**src/rtl/spi_memory_burst_if.sv**
```systemverilog
// Serial frame bus between a host and the burst register memory.
`timescale 1ns/1ps
interface spi_memory_burst_if;
    logic cs;
    logic miso;
    logic mosi;
    logic ready;
    logic op_done;
    logic abort;
    logic busy;

    modport master (
        output cs,
        output miso,
        input  mosi,
        input  ready,
        input  op_done,
        input  abort,
        input  busy
    );

    modport slave (
        input  cs,
        input  miso,
        output mosi,
        output ready,
        output op_done,
        output abort,
        output busy
    );
endinterface

```
**src/rtl/spi_memory_burst.sv**
```systemverilog
// Serial-access register memory with single and burst read/write frames,
// address auto-increment with wrap, and abort on early cs release.
`timescale 1ns/1ps
module spi_memory_burst #(
    parameter int unsigned DATA_W = 8,
    parameter int unsigned ADDR_W = 5,
    parameter int unsigned LEN_W  = 4
) (
    input  logic              clk,
    input  logic              reset,
    spi_memory_burst_if.slave bus
);
    localparam int unsigned DEPTH = 2 ** ADDR_W;
    localparam int unsigned WC_W  = LEN_W + 1;
    localparam int unsigned MAX_F = (DATA_W > ADDR_W) ?
                                    ((DATA_W > LEN_W) ? DATA_W : LEN_W) :
                                    ((ADDR_W > LEN_W) ? ADDR_W : LEN_W);
    localparam int unsigned CNT_W = $clog2(MAX_F);

    typedef enum logic [2:0] {
        S_IDLE,
        S_CMD,
        S_ADDR,
        S_LEN,
        S_WDATA,
        S_RLOAD,
        S_RDATA,
        S_WAIT_CS
    } state_t;

    state_t             state_q, state_d;
    logic [1:0]         op_q, op_d;
    logic [ADDR_W-1:0]  addr_q, addr_d;
    logic [LEN_W-1:0]   len_q, len_d;
    logic [CNT_W-1:0]   cnt_q, cnt_d;
    logic [WC_W-1:0]    word_cnt_q, word_cnt_d;
    logic [DATA_W-1:0]  shift_q, shift_d;
    logic [DATA_W-1:0]  d_out_q, d_out_d;
    logic               mosi_q, mosi_d;
    logic               ready_q, ready_d;
    logic               op_done_q, op_done_d;
    logic               abort_q, abort_d;
    logic               busy_q, busy_d;

    logic [DATA_W-1:0]  mem_q [DEPTH];
    logic               mem_we_c;
    logic [DATA_W-1:0]  mem_wdata_c;
    logic [ADDR_W-1:0]  addr_inc_c;
    logic [WC_W-1:0]    word_inc_c;
    logic [WC_W-1:0]    words_total_c;
    logic [CNT_W-1:0]   cnt_inc_c;

    // Next-state, datapath and output decode.
    always_comb begin
        state_d    = state_q;
        op_d       = op_q;
        addr_d     = addr_q;
        len_d      = len_q;
        cnt_d      = cnt_q;
        word_cnt_d = word_cnt_q;
        shift_d    = shift_q;
        d_out_d    = d_out_q;
        mosi_d     = 1'b0;
        ready_d    = 1'b0;
        op_done_d  = 1'b0;
        abort_d    = 1'b0;
        mem_we_c   = 1'b0;

        mem_wdata_c   = DATA_W'({bus.miso, shift_q} >> 1);
        addr_inc_c    = addr_q + ADDR_W'(1);
        word_inc_c    = word_cnt_q + WC_W'(1);
        words_total_c = {1'b0, len_q} + WC_W'(1);
        cnt_inc_c     = cnt_q + CNT_W'(1);

        if ((state_q inside {S_CMD, S_ADDR, S_LEN, S_WDATA, S_RLOAD, S_RDATA}) && bus.cs) begin
            // Early cs release: drop everything in flight and return to idle.
            state_d = S_IDLE;
            abort_d = 1'b1;
        end else begin
            case (state_q)
                S_IDLE: begin
                    if (!bus.cs) begin
                        state_d    = S_CMD;
                        cnt_d      = '0;
                        word_cnt_d = '0;
                        len_d      = '0;
                    end
                end
                S_CMD: begin
                    op_d = {bus.miso, op_q[1]};
                    if (cnt_q == CNT_W'(1)) begin
                        cnt_d   = '0;
                        state_d = S_ADDR;
                    end else begin
                        cnt_d = cnt_inc_c;
                    end
                end
                S_ADDR: begin
                    addr_d = ADDR_W'({bus.miso, addr_q} >> 1);
                    if (cnt_q == CNT_W'(ADDR_W - 1)) begin
                        cnt_d = '0;
                        if (op_q[1]) begin
                            state_d = S_LEN;
                        end else begin
                            len_d   = '0;
                            state_d = op_q[0] ? S_WDATA : S_RLOAD;
                        end
                    end else begin
                        cnt_d = cnt_inc_c;
                    end
                end
                S_LEN: begin
                    len_d = LEN_W'({bus.miso, len_q} >> 1);
                    if (cnt_q == CNT_W'(LEN_W - 1)) begin
                        cnt_d   = '0;
                        state_d = op_q[0] ? S_WDATA : S_RLOAD;
                    end else begin
                        cnt_d = cnt_inc_c;
                    end
                end
                S_WDATA: begin
                    shift_d = mem_wdata_c;
                    if (cnt_q == CNT_W'(DATA_W - 1)) begin
                        mem_we_c   = 1'b1;
                        addr_d     = addr_inc_c;
                        cnt_d      = '0;
                        word_cnt_d = word_inc_c;
                        if (word_inc_c == words_total_c) begin
                            state_d   = S_WAIT_CS;
                            op_done_d = 1'b1;
                        end
                    end else begin
                        cnt_d = cnt_inc_c;
                    end
                end
                S_RLOAD: begin
                    ready_d = 1'b1;
                    d_out_d = mem_q[addr_q];
                    cnt_d   = '0;
                    state_d = S_RDATA;
                end
                S_RDATA: begin
                    if (word_cnt_q == words_total_c) begin
                        // Last bit of the final word has been on mosi for a cycle.
                        state_d   = S_WAIT_CS;
                        op_done_d = 1'b1;
                    end else begin
                        mosi_d = d_out_q[cnt_q];
                        if (cnt_q == CNT_W'(DATA_W - 1)) begin
                            cnt_d      = '0;
                            addr_d     = addr_inc_c;
                            d_out_d    = mem_q[addr_inc_c];
                            word_cnt_d = word_inc_c;
                        end else begin
                            cnt_d = cnt_inc_c;
                        end
                    end
                end
                S_WAIT_CS: begin
                    if (bus.cs) begin
                        state_d = S_IDLE;
                    end
                end
                default: begin
                    state_d = S_IDLE;
                end
            endcase
        end

        busy_d = (state_d != S_IDLE);
    end

    // State, counters and registered outputs.
    always_ff @(posedge clk or posedge reset) begin
        if (reset) begin
            state_q    <= S_IDLE;
            op_q       <= '0;
            addr_q     <= '0;
            len_q      <= '0;
            cnt_q      <= '0;
            word_cnt_q <= '0;
            shift_q    <= '0;
            d_out_q    <= '0;
            mosi_q     <= 1'b0;
            ready_q    <= 1'b0;
            op_done_q  <= 1'b0;
            abort_q    <= 1'b0;
            busy_q     <= 1'b0;
        end else begin
            state_q    <= state_d;
            op_q       <= op_d;
            addr_q     <= addr_d;
            len_q      <= len_d;
            cnt_q      <= cnt_d;
            word_cnt_q <= word_cnt_d;
            shift_q    <= shift_d;
            d_out_q    <= d_out_d;
            mosi_q     <= mosi_d;
            ready_q    <= ready_d;
            op_done_q  <= op_done_d;
            abort_q    <= abort_d;
            busy_q     <= busy_d;
        end
    end

    // Storage array; contents survive reset.
    always_ff @(posedge clk) begin
        if (mem_we_c) begin
            mem_q[addr_q] <= mem_wdata_c;
        end
    end

    assign bus.mosi    = mosi_q;
    assign bus.ready   = ready_q;
    assign bus.op_done = op_done_q;
    assign bus.abort   = abort_q;
    assign bus.busy    = busy_q;

endmodule

```
**src/flat_wrapper.sv**
```systemverilog
// flat-port wrapper written by rule: the top's interface ports become plain ports
module spi_memory_burst_flat 
#(
    parameter int unsigned DATA_W = 8,
    parameter int unsigned ADDR_W = 5,
    parameter int unsigned LEN_W  = 4
)
  (clk, reset, bus_cs, bus_miso, bus_mosi, bus_ready, bus_op_done, bus_abort, bus_busy);
  spi_memory_burst_if bus_i ();
  input  logic clk;
  input  logic reset;
  input wire logic [$bits(bus_i.cs)-1:0] bus_cs;
  input wire logic [$bits(bus_i.miso)-1:0] bus_miso;
  output wire logic [$bits(bus_i.mosi)-1:0] bus_mosi;
  output wire logic [$bits(bus_i.ready)-1:0] bus_ready;
  output wire logic [$bits(bus_i.op_done)-1:0] bus_op_done;
  output wire logic [$bits(bus_i.abort)-1:0] bus_abort;
  output wire logic [$bits(bus_i.busy)-1:0] bus_busy;
  assign bus_i.cs = bus_cs;
  assign bus_i.miso = bus_miso;
  assign bus_mosi = bus_i.mosi;
  assign bus_ready = bus_i.ready;
  assign bus_op_done = bus_i.op_done;
  assign bus_abort = bus_i.abort;
  assign bus_busy = bus_i.busy;
  spi_memory_burst #(.DATA_W(DATA_W), .ADDR_W(ADDR_W), .LEN_W(LEN_W)) u_core (.clk(clk), .reset(reset), .bus(bus_i));
endmodule
```
**config.mk**
```make
export PLATFORM = sky130hd
export DESIGN_NAME = spi_memory_burst_flat
export DESIGN_NICKNAME = d
export VERILOG_FILES = /design/src/rtl/spi_memory_burst_if.sv /design/src/rtl/spi_memory_burst.sv /design/src/flat_wrapper.sv
export SDC_FILE = /design/constraint.sdc
export NUM_CORES = 1
export LEC_CHECK = 0
export CORE_MARGIN = 2
export CORE_UTILIZATION = 51
export CTS_CLUSTER_SIZE = 25
export DETAILED_ROUTE_END_ITERATION = 8
export PLACE_DENSITY = 0.73
export SLEW_MARGIN = 20
export SYNTH_ARGS = -nofsm -noshare
export SYNTH_HDL_FRONTEND = slang
export SYNTH_SLANG_ARGS = --single-unit
```
**constraint.sdc**
```tcl
create_clock -name clk -period 5.9 [get_ports clk]
set_input_delay 1.475 -clock clk [delete_from_list [all_inputs] [get_ports clk]]
set_output_delay 1.475 -clock clk [all_outputs]
set_load 0.02 [all_outputs]
```
==> results.tsv <==
metric	value	unit
status	finished, final reports clean	
layout-drive-gt1-share	18.7	%
grtUsageTotal	26.5	%
worstPathCellList	clkdlybuf4s50_1, nand2b_1, nor3_2, and2_1, nand2_1, nor2_1	
die_w	175	um
yosys_warnings	0	
ir_drop	0.314	mV
fp.coreArea	0.0287	mm^2
crit_path_end_kind	flop	
relSlewSlack	28.9	%
synthFlopType	edfxtp_1	
post_cts_resized	0	
p_leak	5.40	nW
grt_pass1_vias	9065	
start_kind	primary input	
worstPathArrival	4.39	ns
critPathKind	in -> reg	
fp.dieArea	0.0305	mm^2
finalHoldViolations	0	
p_sw_share	30.4	%
intPower	4.00	mW
firstDrtPassIters	6	
clkTransAtPathRegs	0.06	ns
routed_via_density	6.86	
h-tree-depth	1	
routedWlPerCell	29.0	um
drc	0	
cp_slowest_cell	nor2_1	
drt_iter0_drc	1453	
setup_tns	0	ns
synth_edf_count	256	
cts_made_buffers	31	
synth.yosys.seq_area_share	58.9	%
switchingPower	1.75	mW
hold_path.class	reg -> reg	
cts_hold_buf	0	
critPathMaxFanout	11	
fmax	239	MHz
tritoncts	done	
synth_cells	986	
clockBufferDepth	3	
setup_viol	0	
initial_core_util	51.7	%
grt_max_degree	118	
rsz0062_at_grt	false	
grt_antenna_before_repair	0	
num_rows	62	
die_y	175	um
syn_area	0.0148	mm^2
synth.area.top_cells	edfxtp_1, mux4_2, dfrtp_1	
worstMarginPinSlew	1.07	ns
avgSynthCellArea	15.0	um^2
synth.top_cell.area_share	51.8	%
finalWirelength	40.0	mm
areaGrowthSynthToFinish	8.82	%
root_buffer	clkbuf_16	
nFillCells	2238	
gp_congestion	0.980	
clock_sink_count	298	
synth-seq-cells	298	
post-route-min-period	4.19	ns
report.power.total	5.75	mW
fin_skew	0.0117	ns
slew_viol_final	0	
yosysTopAreaCell	edfxtp_1	
clkPwrFrac	32.6	%
io_buffers	8	
finalNetCount	987	
vias	9463	
fin_crit_sh	71.1	%
drv_cap	0	
cp.required	6.10	ns
antenna_cells	0	
powerDensity	356	mW/mm^2
critPathBufInv	1	
hpwl	26.4	mm
clkLatencyLatePin	0.58	ns
async_flop_share	14.1	%
critPathTopFamily	simple AND/OR/NAND/NOR gates	
combPwrFrac	25.2	%
cpPeakStageDelay	0.73	ns
synth_fp_nets	1002	
ios	9	
grt_pass1_wl	59.4	mm
p_seq_share	42.2	%
synth.distinct_cells	71	
final_antenna_net_count	0	
post_cts_buffers	0	
globalRouteOverflowTotal	0	
## worst paths after layout
check	to	cells after the start	slack, ns	startpoint
max reg2reg	u_core.d_out_q[4]	8	2.21	u_core.addr_q[0]
min in group asynchronous	u_core.word_cnt_q[4]	2	1.26	reset
min	u_core.op_q[0]	1	0.54	u_core.op_q[0]
max	u_core.mem_q[3][0]	6	1.71	bus_cs
max in group asynchronous	u_core.d_out_q[2]	3	3.93	reset
min reg2reg	u_core.op_q[0]	1	0.54	u_core.op_q[0]
## through the flow
step,setup slack (ns),util (%),hold WS [ns],instance area [um^2],std cells
after floorplan,2.71,-,0.482,14800,986
after global placement,1.28,52.7,0.516,15100,1321
after detailed placement,1.19,52.8,0.538,15200,1322
after CTS,1.74,56.2,0.552,16100,1379
after global routing,1.50,56.2,0.564,16100,1379
final,1.71,56.2,0.535,16100,1379
## Yosys cell counts (6+ instances only)
cell,n
clkbuf_1,21
a21oi_1,6
nand2b_1,9
inv_1,24
nand3_1,10
mux4_2,88
ha_1,12
mux2i_1,94
mux2_2,10
buf_6,7
o221ai_1,18
dfrtp_1,42
buf_1,7
nor3_1,7
buf_2,23
nand2_1,35
o21ai_0,18
o31ai_1,11
or4_1,8
a22o_1,7
nor2_1,97
o22ai_1,62
o2111ai_1,8
edfxtp_1,256
buf_4,10
## flip-flops by register name (all words and copies together) (netlist names), 2 cells and up
signal and cells:
u_core.state_q 3, u_core.len_q 4, u_core.shift_q 7, u_core.d_out_q 8, u_core.word_cnt_q 5, u_core.cnt_q 3, u_core.mem_q 256, u_core.addr_q 5
u_core.op_q 2
## logic make-up (layout without fill, tap and decap cells)
logic type	after synthesis	after routing	share of synthesized area [%]
AO/OA/AOI/OAI	163	163	7.76
flip-flops	298	298	58.9
adder cells (fa/ha/maj)	12	12	1.01
AND/OR/NAND/NOR	214	214	7.41
XOR/XNOR	13	13	1.18
buffers and inverters	93	102	3.16
multiplexers	193	193	20.5
## layout by cell type (no fill, tap or decap), types with 6 or more instances in the layout
| cell | netlist | final |
|---|---|---|
| a21oi_1 | 6 | 6 |
| a22o_1 | 7 | 7 |
| buf_4 | 10 | 10 |
| clkbuf_1 | 21 | 6 |
| clkbuf_16 | 0 | 31 |
| clkdlybuf4s50_1 | 0 | 8 |
| clkinv_1 | 1 | 7 |
| dfrtp_1 | 42 | 33 |
| dfrtp_2 | 0 | 8 |
| edfxtp_1 | 256 | 256 |
| ha_1 | 12 | 11 |
| inv_1 | 24 | 23 |
| mux2_2 | 10 | 10 |
| mux2i_1 | 94 | 94 |
| mux4_2 | 88 | 88 |
| nand2_1 | 35 | 35 |
| nand2b_1 | 9 | 9 |
| nand3_1 | 10 | 10 |
| nor2_1 | 97 | 97 |
| nor3_1 | 7 | 7 |
| o2111ai_1 | 8 | 8 |
| o21ai_0 | 18 | 18 |
| o221ai_1 | 18 | 18 |
| o22ai_1 | 62 | 62 |
| o31ai_1 | 11 | 11 |
| or4_1 | 8 | 8 |
## power by group through the flow
stage	sequential [mW]	combinational, mW	clock (mW)
global placement	2.47	1.41	0
detailed placement	2.47	1.42	0
floorplan	2.38	1.19	0
CTS	2.43	1.42	1.89
global route	2.44	1.52	1.98
finish	2.43	1.45	1.87
## metal layers
metal  GRT usage (%)  vias to the layer above  wire length (um)
li1                -                     3942                 -
met1            37.8                     4770             15700
met2            40.0                      634             18100
met3            5.99                      117              4490
met4            10.2                        0              1770
met5               0                        -                 0
## cell type report
type                    instances  area, um^2  area share, %
well taps                     384         480           2.98
multi-input cells             595        5620           34.9
clock buffers                  40         840           5.20
clock inverters                17         143          0.884
repair buffers                 20         203           1.26
flip-flops and latches        298        8750           54.2
inverters                      25        93.8          0.582
Note: power is estimated with default switching activity, not from simulation.
